**src/rtl/key_debounce_ctrl.sv**
```systemverilog
// Push-button front end: per-key synchroniser, debouncer and short/long press
// classifier, plus the LED speed/pause controls driven by keys 0 and 1.
module key_debounce_ctrl #(
    parameter int N_KEYS       = 2,
    parameter int DEBOUNCE_CYC = 270_000,
    parameter int LONG_CYC     = 27_000_000,
    parameter int CNT_W        = 25
) (
    input  logic              sys_clk,
    input  logic              sys_rst_n,
    input  logic [N_KEYS-1:0] key_n,
    output logic [N_KEYS-1:0] key_level,
    output logic [N_KEYS-1:0] key_press,
    output logic [N_KEYS-1:0] key_release,
    output logic [N_KEYS-1:0] key_short,
    output logic [N_KEYS-1:0] key_long,
    output logic [1:0]        speed_sel,
    output logic              pause
);

    typedef enum logic [1:0] {
        IDLE    = 2'd0,
        PRESSED = 2'd1,
        HELD    = 2'd2
    } key_state_e;

    localparam logic [CNT_W-1:0] DB_LAST   = CNT_W'(DEBOUNCE_CYC - 1);
    localparam logic [CNT_W-1:0] LONG_LAST = CNT_W'(LONG_CYC - 1);

    genvar gi;
    generate
        for (gi = 0; gi < N_KEYS; gi++) begin : g_key
            logic             sync_p0, sync_p1, pressed_s;
            logic             level_q;
            logic [CNT_W-1:0] db_cnt;
            logic [CNT_W-1:0] hold_cnt, hold_cnt_nxt;
            key_state_e       state, state_nxt;
            logic             press_nxt, release_nxt, short_nxt, long_nxt;
            logic             press_q, release_q, short_q, long_q;

            // Synchroniser stages; idle value 1 means released
            always_ff @(posedge sys_clk or negedge sys_rst_n) begin
                if (!sys_rst_n) begin
                    sync_p0 <= 1'b1;
                    sync_p1 <= 1'b1;
                end else begin
                    sync_p0 <= key_n[gi];
                    sync_p1 <= sync_p0;
                end
            end

            assign pressed_s = ~sync_p1;

            // Debounce: level follows only after DEBOUNCE_CYC consecutive disagreeing cycles
            always_ff @(posedge sys_clk or negedge sys_rst_n) begin
                if (!sys_rst_n) begin
                    level_q <= 1'b0;
                    db_cnt  <= '0;
                end else if (pressed_s == level_q) begin
                    db_cnt <= '0;
                end else if (db_cnt == DB_LAST) begin
                    level_q <= pressed_s;
                    db_cnt  <= '0;
                end else begin
                    db_cnt <= db_cnt + 1'b1;
                end
            end

            // Release is tested before the terminal count so it wins on a tie
            always_comb begin
                state_nxt    = state;
                hold_cnt_nxt = hold_cnt;
                press_nxt    = 1'b0;
                release_nxt  = 1'b0;
                short_nxt    = 1'b0;
                long_nxt     = 1'b0;
                case (state)
                    IDLE: begin
                        if (level_q) begin
                            press_nxt    = 1'b1;
                            hold_cnt_nxt = '0;
                            state_nxt    = PRESSED;
                        end
                    end
                    PRESSED: begin
                        if (!level_q) begin
                            release_nxt = 1'b1;
                            short_nxt   = 1'b1;
                            state_nxt   = IDLE;
                        end else if (hold_cnt == LONG_LAST) begin
                            long_nxt  = 1'b1;
                            state_nxt = HELD;
                        end else begin
                            hold_cnt_nxt = hold_cnt + 1'b1;
                        end
                    end
                    HELD: begin
                        if (!level_q) begin
                            release_nxt = 1'b1;
                            state_nxt   = IDLE;
                        end
                    end
                    default: state_nxt = IDLE;
                endcase
            end

            always_ff @(posedge sys_clk or negedge sys_rst_n) begin
                if (!sys_rst_n) begin
                    state     <= IDLE;
                    hold_cnt  <= '0;
                    press_q   <= 1'b0;
                    release_q <= 1'b0;
                    short_q   <= 1'b0;
                    long_q    <= 1'b0;
                end else begin
                    state     <= state_nxt;
                    hold_cnt  <= hold_cnt_nxt;
                    press_q   <= press_nxt;
                    release_q <= release_nxt;
                    short_q   <= short_nxt;
                    long_q    <= long_nxt;
                end
            end

            assign key_level[gi]   = level_q;
            assign key_press[gi]   = press_q;
            assign key_release[gi] = release_q;
            assign key_short[gi]   = short_q;
            assign key_long[gi]    = long_q;
        end
    endgenerate

    // Long press on key 1 restores defaults and outranks a same-cycle speed step
    always_ff @(posedge sys_clk or negedge sys_rst_n) begin
        if (!sys_rst_n) begin
            speed_sel <= 2'd0;
            pause     <= 1'b0;
        end else if (key_long[1]) begin
            speed_sel <= 2'd0;
            pause     <= 1'b0;
        end else begin
            if (key_short[0]) speed_sel <= speed_sel + 2'd1;
            if (key_short[1]) pause     <= ~pause;
        end
    end

endmodule

```
**config.mk**
```make
export PLATFORM = sky130hd
export DESIGN_NAME = key_debounce_ctrl
export DESIGN_NICKNAME = d
export VERILOG_FILES = /design/src/rtl/key_debounce_ctrl.sv
export SDC_FILE = /design/constraint.sdc
export NUM_CORES = 1
export LEC_CHECK = 0
export ABC_AREA = 1
export CORE_MARGIN = 3
export CORE_UTILIZATION = 55
export CTS_CLUSTER_SIZE = 8
export DETAILED_ROUTE_END_ITERATION = 10
export PLACE_DENSITY = 0.84
export SETUP_SLACK_MARGIN = 0.15
export SLEW_MARGIN = 20
export SYNTH_ARGS = -nofsm -noshare
export SYNTH_HDL_FRONTEND = slang
export SYNTH_SLANG_ARGS = --single-unit
export TNS_END_PERCENT = 5
```
**constraint.sdc**
```tcl
create_clock -name sys_clk -period 3 [get_ports sys_clk]
set_input_delay 0.45 -clock sys_clk [delete_from_list [all_inputs] [get_ports sys_clk]]
set_output_delay 0.45 -clock sys_clk [all_outputs]
set_load 0.01 [all_outputs]
```
==> impl_metrics.json <==
{
  "outcome": "finished, final reports clean",
  "synth.area.top_cells": "dfrtp_1 40%, nand2_1 18%, nor2_1 11%",
  "grt_overflow": 0,
  "syn_nets": 1093,
  "cpMaxStageDelayCell": "dfrtp_1",
  "cts_hold_buf": 0,
  "yosysWarningCount": 0,
  "synth_compound_area_frac": 0.0425,
  "worstSetupPathType": "register to register",
  "hold_class": "input port to asynchronous set/reset pin",
  "finalMaxSlewViolations": 0,
  "critPathRequiredTime_ns": 3.33,
  "wl_met3_microns": 908,
  "clock_latency_ns": 0.42,
  "portBuffers": 16,
  "critical_path_buf_inv_count": 1,
  "die_h_microns": 122,
  "wl_met2_mm": 8.17,
  "startpoint_type": "register",
  "rrSetupSlack_ns": 0.76,
  "maxSlewHeadroom": 0.460,
  "vias": 6758,
  "netlist_instances": 1079,
  "worstPathArrival_ns": 2.58,
  "synth_top_area_frac": 0.398,
  "clk_pin_slew_ns": 0.06,
  "area_delta_synth_final_pct": 11.9,
  "path_cells": "ha_1, nand3_2, nor3_2, nand3_1, nand2_2, buf_4, nand2_1, o21ai_0",
  "place.gp.congestion": 0.942,
  "cts_setup_buffers": 0,
  "yosysTopAreaCell": "dfrtp_1",
  "antenna_found_initial": 0,
  "setup_tns_ns": 0,
  "io_pins": 17,
  "pwr-share-comb": 0.018,
  "clkPwrFrac": 0.551,
  "layout_commonest_cell": "nand2_1",
  "end_kind": "register",
  "wl_met1_mm": 7.52,
  "cp-startpoint": "g_key[1].hold_cnt[0]$_DFFE_PN0P_",
  "hold_viol": 0,
  "ctsRootBufferMaster": "clkbuf_16",
  "postCtsResizedCells": 0,
  "synth_top_family_by_area": "simple AND/OR/NAND/NOR gates",
  "wl_per_cell_microns": 13.2,
  "synth_xor_area_frac": 0.0453,
  "min_period_ns": 2.24,
  "grt_pass1_wl_mm": 28.7,
  "drive_gt1_frac": 0.0515,
  "grt_pass1_vias": 6367,
  "path_delay_family": "simple AND/OR/NAND/NOR gates",
  "diodes": 0,
  "syn_area_sq_um": 7350,
  "final_cell_mix": "354 x nand2_1, 212 x nor2_1, 117 x dfrtp_1",
  "seq_area_frac_synth": 0.413,
  "hpwl_mm": 11.9,
  "holdWs_ns": 0.114,
  "grtUsageTotal": 0.240,
  "synthAdderAreaFrac": 0.0170,
  "dieArea_sq_um": 14800,
  "synth.distinct_cells": 27,
  "grt_start_max_net_pins": 63,
  "p_int_uw": 3040,
  "drtIter0Drc": 660,
  "p_leak_uw": 0.00361,
  "slowest_delay_ns": 0.48,
  "cts_buffers": 17,
  "syn_area_per_cell_sq_um": 6.81,
  "clock_sinks": 121,
  "vias_per_cell": 5.28,
  "p_seq_frac": 0.431,
  "stdcell_area_sq_um": 8220,
  "critPathMaxFanout": 29,
  "reg2reg_from": "g_key[1].hold_cnt[0]$_DFFE_PN0P_",
  "rsz0062_at_grt": "no",
  "skew_ns": 0.00683,
  "cts_max_level": 4,
  "finalCritPeriodShare": 0.748,
  "sw_frac_of_total": 0.207,
  "fin_util": 0.641,
  "synth-simple-area-share": 0.398,
  "reg2reg_depth": 8,
  "top_layer": "met4",
  "switching_power_uw": 794,
  "dpl_cell_area_sq_um": 7610,
  "path_depth": 8,
  "setup_viol": 0,
  "ir_drop_mv": 0.428,
  "drt_pass1_iterations": 7,
  "crit_end": "g_key[1].hold_cnt[19]$_DFFE_PN0P_",
  "cts_tree": "yes",
  "layout.nets": 1108,
  "powerDensity_nw_per_um2": 466,
  "clk_path_buf_depth": 2,
  "fp.dieW_microns": 122,
  "drv_cap": 0,
  "timing.fmax_mhz": 446,
  "r2r-end": "g_key[1].hold_cnt[19]$_DFFE_PN0P_",
  "postRouteWirelength_mm": 16.8,
  "postRouteAntennaNets": 0,
  "worst_pin_slew_ns": 0.810,
  "remaining_drc_errors": 0,
  "ys_ff_latch": 121,
  "row_count": 41,
  "synth.area.mux_share": 0,
  "core_area_sq_um": 12800,
  "start_util": 0.573
}
==> synth_stat cells <==
| master | count |
|---|---|
| nor3_1 | 23 |
| o21ai_0 | 30 |
| nand4_1 | 25 |
| inv_2 | 1 |
| nand3_1 | 91 |
| o21ai_1 | 1 |
| nor2_1 | 212 |
| nor3_2 | 3 |
| dfstp_2 | 4 |
| clkinv_1 | 2 |
| xor2_1 | 31 |
| or2_2 | 3 |
| ha_1 | 10 |
| nand2_2 | 2 |
| buf_12 | 1 |
| buf_8 | 1 |
| nand2_1 | 354 |
| xnor2_1 | 7 |
| a21oi_1 | 6 |
| o21ai_2 | 6 |
| clkbuf_1 | 5 |
| buf_2 | 4 |
| o21bai_1 | 10 |
| buf_4 | 15 |
| dfrtp_1 | 117 |
| inv_1 | 114 |
| nand3_2 | 1 |
==> cell families (layout without fill, tap and decap cells) <==
logic type | Yosys count | count (layout)
AOI/OAI and AO/OA | 53 | 53
xor gates and xnor gates | 38 | 38
adders and majority gates | 10 | 10
buffers and inverters | 143 | 171
DFF | 121 | 121
and+or+nand+nor | 714 | 714
==> final cells by class <==
type	instances	area, sq um
clock buffers	22	474
clock inverters	10	141
fillers	1130	4600
inverters	117	439
multi-input cells	815	3690
flip-flops and latches	121	3030
well taps	172	215
repair buffers	22	228
==> worst register-to-register path: stages (launching register included) <==
cell	delay, ns
dfrtp_1	0.48
ha_1	0.32
nand3_2	0.15
nor3_2	0.22
nand3_1	0.13
nand2_2	0.43
buf_4	0.29
nand2_1	0.06
o21ai_0	0.07
==> how the worst min path moves through the flow <==
stage | from | endpoint | slack, ns | depth (start not counted)
5_1_grt | sys_rst_n | g_key[0].db_cnt[15]$_DFF_PN0_ | 0.17 | 1
2_1_floorplan | sys_rst_n | g_key[0].db_cnt[0]$_DFF_PN0_ | 0.15 | 0
3_5_place_dp | g_key[1].sync_p0$_DFF_PN1_ | g_key[1].sync_p1$_DFF_PN1_ | 0.35 | 0
6_report | sys_rst_n | g_key[0].db_cnt[15]$_DFF_PN0_ | 0.11 | 1
3_3_place_gp | g_key[1].sync_p0$_DFF_PN1_ | g_key[1].sync_p1$_DFF_PN1_ | 0.35 | 0
4_1_cts | sys_rst_n | g_key[0].db_cnt[15]$_DFF_PN0_ | 0.14 | 1
==> per-layer routing <==
metal  vias up  track usage
li1       3399            -
met1      3118        0.309
met2       211        0.404
met3        30       0.0566
met4         0       0.0742
met5         -            0
==> stage by stage <==
step           total power (uW)  setup slack (ns)  instances
2_1_floorplan              1700              1.32       1079
3_3_place_gp               1750             0.895       1247
3_5_place_dp               1750             0.793       1247
4_1_cts                    3850             0.764       1279
5_1_grt                    3940             0.525       1279
6_report                   3830             0.757       1279
==> power groups by stage <==
| stage | combinational (uW) | clock, uW | sequential, uW |
|---|---|---|---|
| floorplan | 22.2 | 0 | 1680 |
| global placement | 70.0 | 0 | 1680 |
| detailed placement | 71.9 | 0 | 1680 |
| CTS | 72.3 | 2130 | 1650 |
| global route | 80.4 | 2210 | 1650 |
| finish | 68.5 | 2110 | 1650 |
==> registers in the layout, summed over array words and instances, names as in the netlist <==
name             cells
g_key.hold_cnt      50
g_key.state          4
g_key.sync_p1        2
g_key.release_q      2
speed_sel            2
g_key.short_q        2
g_key.long_q         2
g_key.db_cnt        50
g_key.press_q        2
g_key.level_q        2
pause                1
g_key.sync_p0        2
No activity file was read; power rests on OpenSTA's default activity.
